[config.mk]
export PLATFORM = sky130hd
export DESIGN_NAME = addsub_seq_flat
export DESIGN_NICKNAME = d
export VERILOG_FILES = /design/src/rtl/addsub_seq_if.sv /design/src/rtl/addsub_seq.sv /design/src/flat_wrapper.sv
export SDC_FILE = /design/constraint.sdc
export NUM_CORES = 1
export LEC_CHECK = 0
export ABC_AREA = 1
export ABC_CLOCK_PERIOD_IN_PS = 4630
export CORE_AREA = 2 2 94 69
export CTS_BUF_LIST = sky130_fd_sc_hd__clkbuf_8
export DETAILED_ROUTE_END_ITERATION = 12
export DIE_AREA = 0 0 96 71
export PLACE_DENSITY = 0.86
export SYNTH_ARGS = -nofsm -noshare
export SYNTH_HDL_FRONTEND = slang
export SYNTH_SLANG_ARGS = --single-unit
[constraint.sdc]
create_clock -name clk -period 4.63 [get_ports clk]
set_input_delay 0.926 -clock clk [delete_from_list [all_inputs] [get_ports clk]]
set_output_delay 0.926 -clock clk [all_outputs]
set_load 0.05 [all_outputs]
[src/rtl/addsub_seq_if.sv]
// rtl/addsub_seq_if.sv - request/result handshake bundle for the chunked adder-subtractor
interface addsub_seq_if #(
  parameter int WIDTH = 16
);
  logic             in_valid;
  logic             in_ready;
  logic [WIDTH-1:0] a;
  logic [WIDTH-1:0] b;
  logic             sub;
  logic             sat;
  logic             out_valid;
  logic             out_ready;
  logic [WIDTH-1:0] result;
  logic             cout;
  logic             ovf;
  logic             zero;
  logic             neg;

  modport master (
    output in_valid, a, b, sub, sat, out_ready,
    input  in_ready, out_valid, result, cout, ovf, zero, neg
  );

  modport slave (
    input  in_valid, a, b, sub, sat, out_ready,
    output in_ready, out_valid, result, cout, ovf, zero, neg
  );
endinterface

[src/rtl/addsub_seq.sv]
// rtl/addsub_seq.sv - multi-cycle add/sub, CHUNK bits per clock LSB first, with flags and saturation
module addsub_seq #(
  parameter int WIDTH = 16,
  parameter int CHUNK = 4
) (
  input logic        clk,
  input logic        rst,
  addsub_seq_if.slave bus
);
  localparam int N  = WIDTH / CHUNK;
  localparam int CW = (N > 1) ? $clog2(N) : 1;

  localparam logic [1:0] IDLE = 2'd0;
  localparam logic [1:0] BUSY = 2'd1;
  localparam logic [1:0] DONE = 2'd2;

  logic [1:0]       state_q,  state_d;
  logic [CW-1:0]    cnt_q,    cnt_d;
  logic             carry_q,  carry_d;
  logic [WIDTH-1:0] opa_q,    opa_d;
  logic [WIDTH-1:0] opb_q,    opb_d;
  logic             sat_q,    sat_d;
  logic [WIDTH-1:0] result_q, result_d;
  logic             cout_q,   cout_d;
  logic             ovf_q,    ovf_d;
  logic             zero_q,   zero_d;
  logic             neg_q,    neg_d;

  int               base;
  logic [CHUNK-1:0] a_ch;
  logic [CHUNK-1:0] b_ch;
  logic [CHUNK:0]   csum;
  logic             msb_cin;
  logic             ovf_now;
  logic             last;

  always_comb begin
    state_d  = state_q;
    cnt_d    = cnt_q;
    carry_d  = carry_q;
    opa_d    = opa_q;
    opb_d    = opb_q;
    sat_d    = sat_q;
    result_d = result_q;
    cout_d   = cout_q;
    ovf_d    = ovf_q;
    zero_d   = zero_q;
    neg_d    = neg_q;

    base    = 32'(cnt_q) * CHUNK;
    a_ch    = opa_q[base +: CHUNK];
    b_ch    = opb_q[base +: CHUNK];
    csum    = {1'b0, a_ch} + {1'b0, b_ch} + {{CHUNK{1'b0}}, carry_q};
    // Carry into the MSB recovered from the MSB sum bit; only meaningful on the last chunk.
    msb_cin = opa_q[WIDTH-1] ^ opb_q[WIDTH-1] ^ csum[CHUNK-1];
    ovf_now = msb_cin ^ csum[CHUNK];
    last    = (cnt_q == CW'(N - 1));

    case (state_q)
      IDLE: begin
        if (bus.in_valid) begin
          opa_d   = bus.a;
          opb_d   = bus.b ^ {WIDTH{bus.sub}};
          sat_d   = bus.sat;
          carry_d = bus.sub;
          cnt_d   = '0;
          state_d = BUSY;
        end
      end
      BUSY: begin
        result_d[base +: CHUNK] = csum[CHUNK-1:0];
        carry_d = csum[CHUNK];
        cnt_d   = cnt_q + 1'b1;
        if (last) begin
          cout_d = csum[CHUNK];
          ovf_d  = ovf_now;
          if (sat_q && ovf_now) begin
            result_d = opa_q[WIDTH-1] ? {1'b1, {(WIDTH-1){1'b0}}}
                                      : {1'b0, {(WIDTH-1){1'b1}}};
          end
          zero_d  = (result_d == '0);
          neg_d   = result_d[WIDTH-1];
          cnt_d   = '0;
          state_d = DONE;
        end
      end
      DONE: begin
        if (bus.out_ready) begin
          state_d = IDLE;
        end
      end
      default: state_d = IDLE;
    endcase
  end

  always_ff @(posedge clk or posedge rst) begin
    if (rst) begin
      state_q  <= IDLE;
      cnt_q    <= '0;
      carry_q  <= 1'b0;
      opa_q    <= '0;
      opb_q    <= '0;
      sat_q    <= 1'b0;
      result_q <= '0;
      cout_q   <= 1'b0;
      ovf_q    <= 1'b0;
      zero_q   <= 1'b0;
      neg_q    <= 1'b0;
    end else begin
      state_q  <= state_d;
      cnt_q    <= cnt_d;
      carry_q  <= carry_d;
      opa_q    <= opa_d;
      opb_q    <= opb_d;
      sat_q    <= sat_d;
      result_q <= result_d;
      cout_q   <= cout_d;
      ovf_q    <= ovf_d;
      zero_q   <= zero_d;
      neg_q    <= neg_d;
    end
  end

  // in_ready is gated by rst so it reads 0 while reset is held, even though state is IDLE.
  assign bus.in_ready  = (state_q == IDLE) && !rst;
  assign bus.out_valid = (state_q == DONE);
  assign bus.result    = result_q;
  assign bus.cout      = cout_q;
  assign bus.ovf       = ovf_q;
  assign bus.zero      = zero_q;
  assign bus.neg       = neg_q;
endmodule

[src/flat_wrapper.sv]
// flat-port wrapper written by rule: the top's interface ports become plain ports
module addsub_seq_flat 
#(
  parameter int WIDTH = 16,
  parameter int CHUNK = 4
)
  (clk, rst, bus_in_valid, bus_a, bus_b, bus_sub, bus_sat, bus_out_ready, bus_in_ready, bus_out_valid, bus_result, bus_cout, bus_ovf, bus_zero, bus_neg);
  addsub_seq_if #(.WIDTH(WIDTH)) bus_i ();
  input logic clk;
  input logic rst;
  input wire logic [$bits(bus_i.in_valid)-1:0] bus_in_valid;
  input wire logic [$bits(bus_i.a)-1:0] bus_a;
  input wire logic [$bits(bus_i.b)-1:0] bus_b;
  input wire logic [$bits(bus_i.sub)-1:0] bus_sub;
  input wire logic [$bits(bus_i.sat)-1:0] bus_sat;
  input wire logic [$bits(bus_i.out_ready)-1:0] bus_out_ready;
  output wire logic [$bits(bus_i.in_ready)-1:0] bus_in_ready;
  output wire logic [$bits(bus_i.out_valid)-1:0] bus_out_valid;
  output wire logic [$bits(bus_i.result)-1:0] bus_result;
  output wire logic [$bits(bus_i.cout)-1:0] bus_cout;
  output wire logic [$bits(bus_i.ovf)-1:0] bus_ovf;
  output wire logic [$bits(bus_i.zero)-1:0] bus_zero;
  output wire logic [$bits(bus_i.neg)-1:0] bus_neg;
  assign bus_i.in_valid = bus_in_valid;
  assign bus_i.a = bus_a;
  assign bus_i.b = bus_b;
  assign bus_i.sub = bus_sub;
  assign bus_i.sat = bus_sat;
  assign bus_i.out_ready = bus_out_ready;
  assign bus_in_ready = bus_i.in_ready;
  assign bus_out_valid = bus_i.out_valid;
  assign bus_result = bus_i.result;
  assign bus_cout = bus_i.cout;
  assign bus_ovf = bus_i.ovf;
  assign bus_zero = bus_i.zero;
  assign bus_neg = bus_i.neg;
  addsub_seq #(.WIDTH(WIDTH), .CHUNK(CHUNK)) u_core (.clk(clk), .rst(rst), .bus(bus_i));
endmodule
==> out/summary.txt <==
via-per-instance ratio: 5.41
detailed placer's ending HPWL: 5.86 mm
fraction of the cycle the final worst path needs: 71.6%
first-iteration detailed-routing DRC count: 249
initial antenna violation count: 0
Net count, final: 556
clock sinks: 58
Placed Cells: 574
worst endpoint data arrival time: 3.60 ns
post-synthesis instance total: 452
Avg WL per Cell: 13.9 um
total iterations of the first detailed-routing run: 4
post-CTS sizing: 0
highest-count cells in the layout ignoring fill and taps: 184 x nand2_1, 59 x clkdlybuf4s50_1, 58 x dfrtp_1
number of nets in the synthesized netlist: 501
Final Max Tran Viols: 0
Critical Path Source Type: flop
number of setup violations in the final report: 0
number of port buffers: 59
via count of the routed design: 3191
run status: finished clean
remaining global-route overflow: 0
leading cell type in the layout, fill and taps excluded: nand2_1
YS warnings: 0
slew margin rel.: 38.8%
highest clock frequency the design can meet: 302 MHz
DRC Markers: 0
RePlAce Congestion: 0.906
clock-pin slew on the worst setup and hold paths: 0.07 ns
total of max-cap violations: 0
global-route wire length before repair: 14.1 mm
worst-path cell with the longest stage delay: dfrtp_1
CTS max path bufs: 2
area of the die: 6820 um^2
# hold bufs at CTS: 0
final hold violation count: 0
cells traversed along the worst timing path: inv_1, o21ai_0, o22ai_1, fa_1, inv_1, fa_1, inv_1, nand3_1, nand2_2, nand2_1, nand2_1, nand2_2, nand3_4, nand3_1, nor2_1, nand2_1, nor2_1, nand3_1, nand2_1
maximum number of pins on one net before global-route repair: 51
proportion of netlist area held by the largest area contributor: 42.9%
cell accounting for the most synthesized area: dfrtp_1
Area Growth Syn to Fin: 25.3%
root buffer selected by CTS: clkbuf_8
total CTS buffers: 9
setup repair after global routing missed its margin: no
synth unique cells: 32
type of the worst setup path: flop to flop
proportion of synthesized chip area in sequential cells: 42.9%
cell with the most instances on the worst path: nand2_1
Antenna diodes: 0
CP endpoint kind: flop
number of H-tree branching levels: 3
data required time of the critical path: 4.92 ns
remaining antenna violation count after routing: 0
Syn Std Cell Area: 3380 um^2
TritonCTS clock tree: done
setup_tns: 0 ns
initial core utilization: 56.6%
path class of the lowest-slack min-delay path: flop to flop
number of top-level pins: 60
clk_skew: 0.00957 ns
overall routing resource usage: 26.8%
number of global-route vias before repair: 3105
die width: 96 um
post-route cell area: 4240 um^2
# rows: 24
number of flip-flops and latches in the synthesized netlist: 58
Die Y-Extent: 71 um
clock latency on the worst-skew pair: 0.34 ns
final std cells w/o fill: 590
Routed Wire Length: 8.22 mm
minimum clock period after layout: 3.32 ns
number of post-CTS setup repair buffers: 0
Syn Area/Cell: 7.49 um^2
largest cells by area after synthesis: dfrtp_1 43%, nand2_1 20%, o21ai_0 5.3%
area after detailed placement: 4010 um^2
critical path's largest stage delay: 0.51 ns
layout cells sized above 1: 6.25%
core region area: 5980 um^2
highest net fanout along the worst path: 18
worst slew pin tran: 0.915 ns
## worst max-delay path: cells and delay by family (launching register included)
family	cells	cell delay, ns
fa+ha+maj	2	0.65
simple gates	12	1.18
compound gates	2	0.39
buf+inv	3	0.52
flops	1	0.51
## Yosys cell counts
| cell | number |
|---|---|
| nand2_1 | 184 |
| dfrtp_1 | 58 |
| o21ai_0 | 36 |
| inv_1 | 29 |
| nand3_1 | 26 |
| nor2_1 | 23 |
| xnor2_1 | 16 |
| clkbuf_1 | 12 |
| o22ai_1 | 11 |
| ha_1 | 9 |
| a22oi_1 | 6 |
| a21oi_1 | 5 |
| buf_2 | 4 |
| inv_2 | 3 |
| nand2_2 | 3 |
| nand4_1 | 3 |
| o31ai_1 | 3 |
| a32oi_1 | 2 |
| buf_6 | 2 |
| fa_1 | 2 |
| nand3_4 | 2 |
| o211ai_1 | 2 |
| o21ai_1 | 2 |
| a21oi_2 | 1 |
| a22o_1 | 1 |
| and2_4 | 1 |
| buf_1 | 1 |
| nand3_2 | 1 |
| nor2_2 | 1 |
| nor3_1 | 1 |
| o21a_1 | 1 |
| xor2_1 | 1 |
## path summary, 6_finish.rpt
path,startpoint,cells after the start,endpoint,slack [ns]
worst max-delay path,u_core.cnt_q[1],19,u_core.bus.zero,1.31
worst min-delay path,u_core.opa_q[12],2,u_core.opa_q[12],0.48
worst max register to register,u_core.cnt_q[1],19,u_core.bus.zero,1.31
worst min register to register,u_core.opa_q[12],2,u_core.opa_q[12],0.48
max in group asynchronous,rst,3,u_core.bus.result[3],2.74
min in group asynchronous,rst,2,u_core.bus.cout,1.12
## per-stage QoR
stage / util (%) / hold slack (ns) / setup slack [ns]
floorplan: - / 0.444 / 1.64
global placement: 67.1 / 0.462 / 1.38
detailed placement: 67.1 / 0.464 / 1.35
CTS: 70.9 / 0.481 / 1.35
global route: 70.9 / 0.511 / 1.02
finish: 70.9 / 0.483 / 1.31
## cells by family after synthesis
kind of cell    Yosys count  share of synthesized area (%)
compound gates           70                           12.1
simple gates            245                           29.8
fa+ha+maj                11                           4.51
flops                    58                           42.9
buf+inv                  51                           6.25
xor+xnor                 17                           4.40
## flip-flops by register name (all words and copies together), names as in the netlist
| register | flops |
|---|---|
| u_core.bus.result | 16 |
| u_core.opa_q | 16 |
| u_core.opb_q | 16 |
| u_core.cnt_q | 2 |
| u_core.state_q | 2 |
| u_core.bus.cout | 1 |
| u_core.bus.neg | 1 |
| u_core.bus.ovf | 1 |
| u_core.bus.zero | 1 |
| u_core.carry_q | 1 |
| u_core.sat_q | 1 |
## routing by layer
metal  share of wire, %  track usage, %  vias up
li1                   -               -     1574
met1                 46            36.1     1489
met2                 46            42.1      116
met3                6.8            6.60       12
met4                1.6            9.37        0
met5                  0               0        -
## area by class of cell
cell class              instances  area [um^2]
fillers                       505         1740
multi-input cells             343         1720
flip-flops and latches         58         1450
repair buffers                 63          621
clock buffers                  11          151
inverters                      32          120
well taps                      78         97.6
clock inverters                 5         77.6
Power is left out: the tool's default activity adds up to more than one toggle a clock period on the data nets, which glitch-free logic cannot reach.
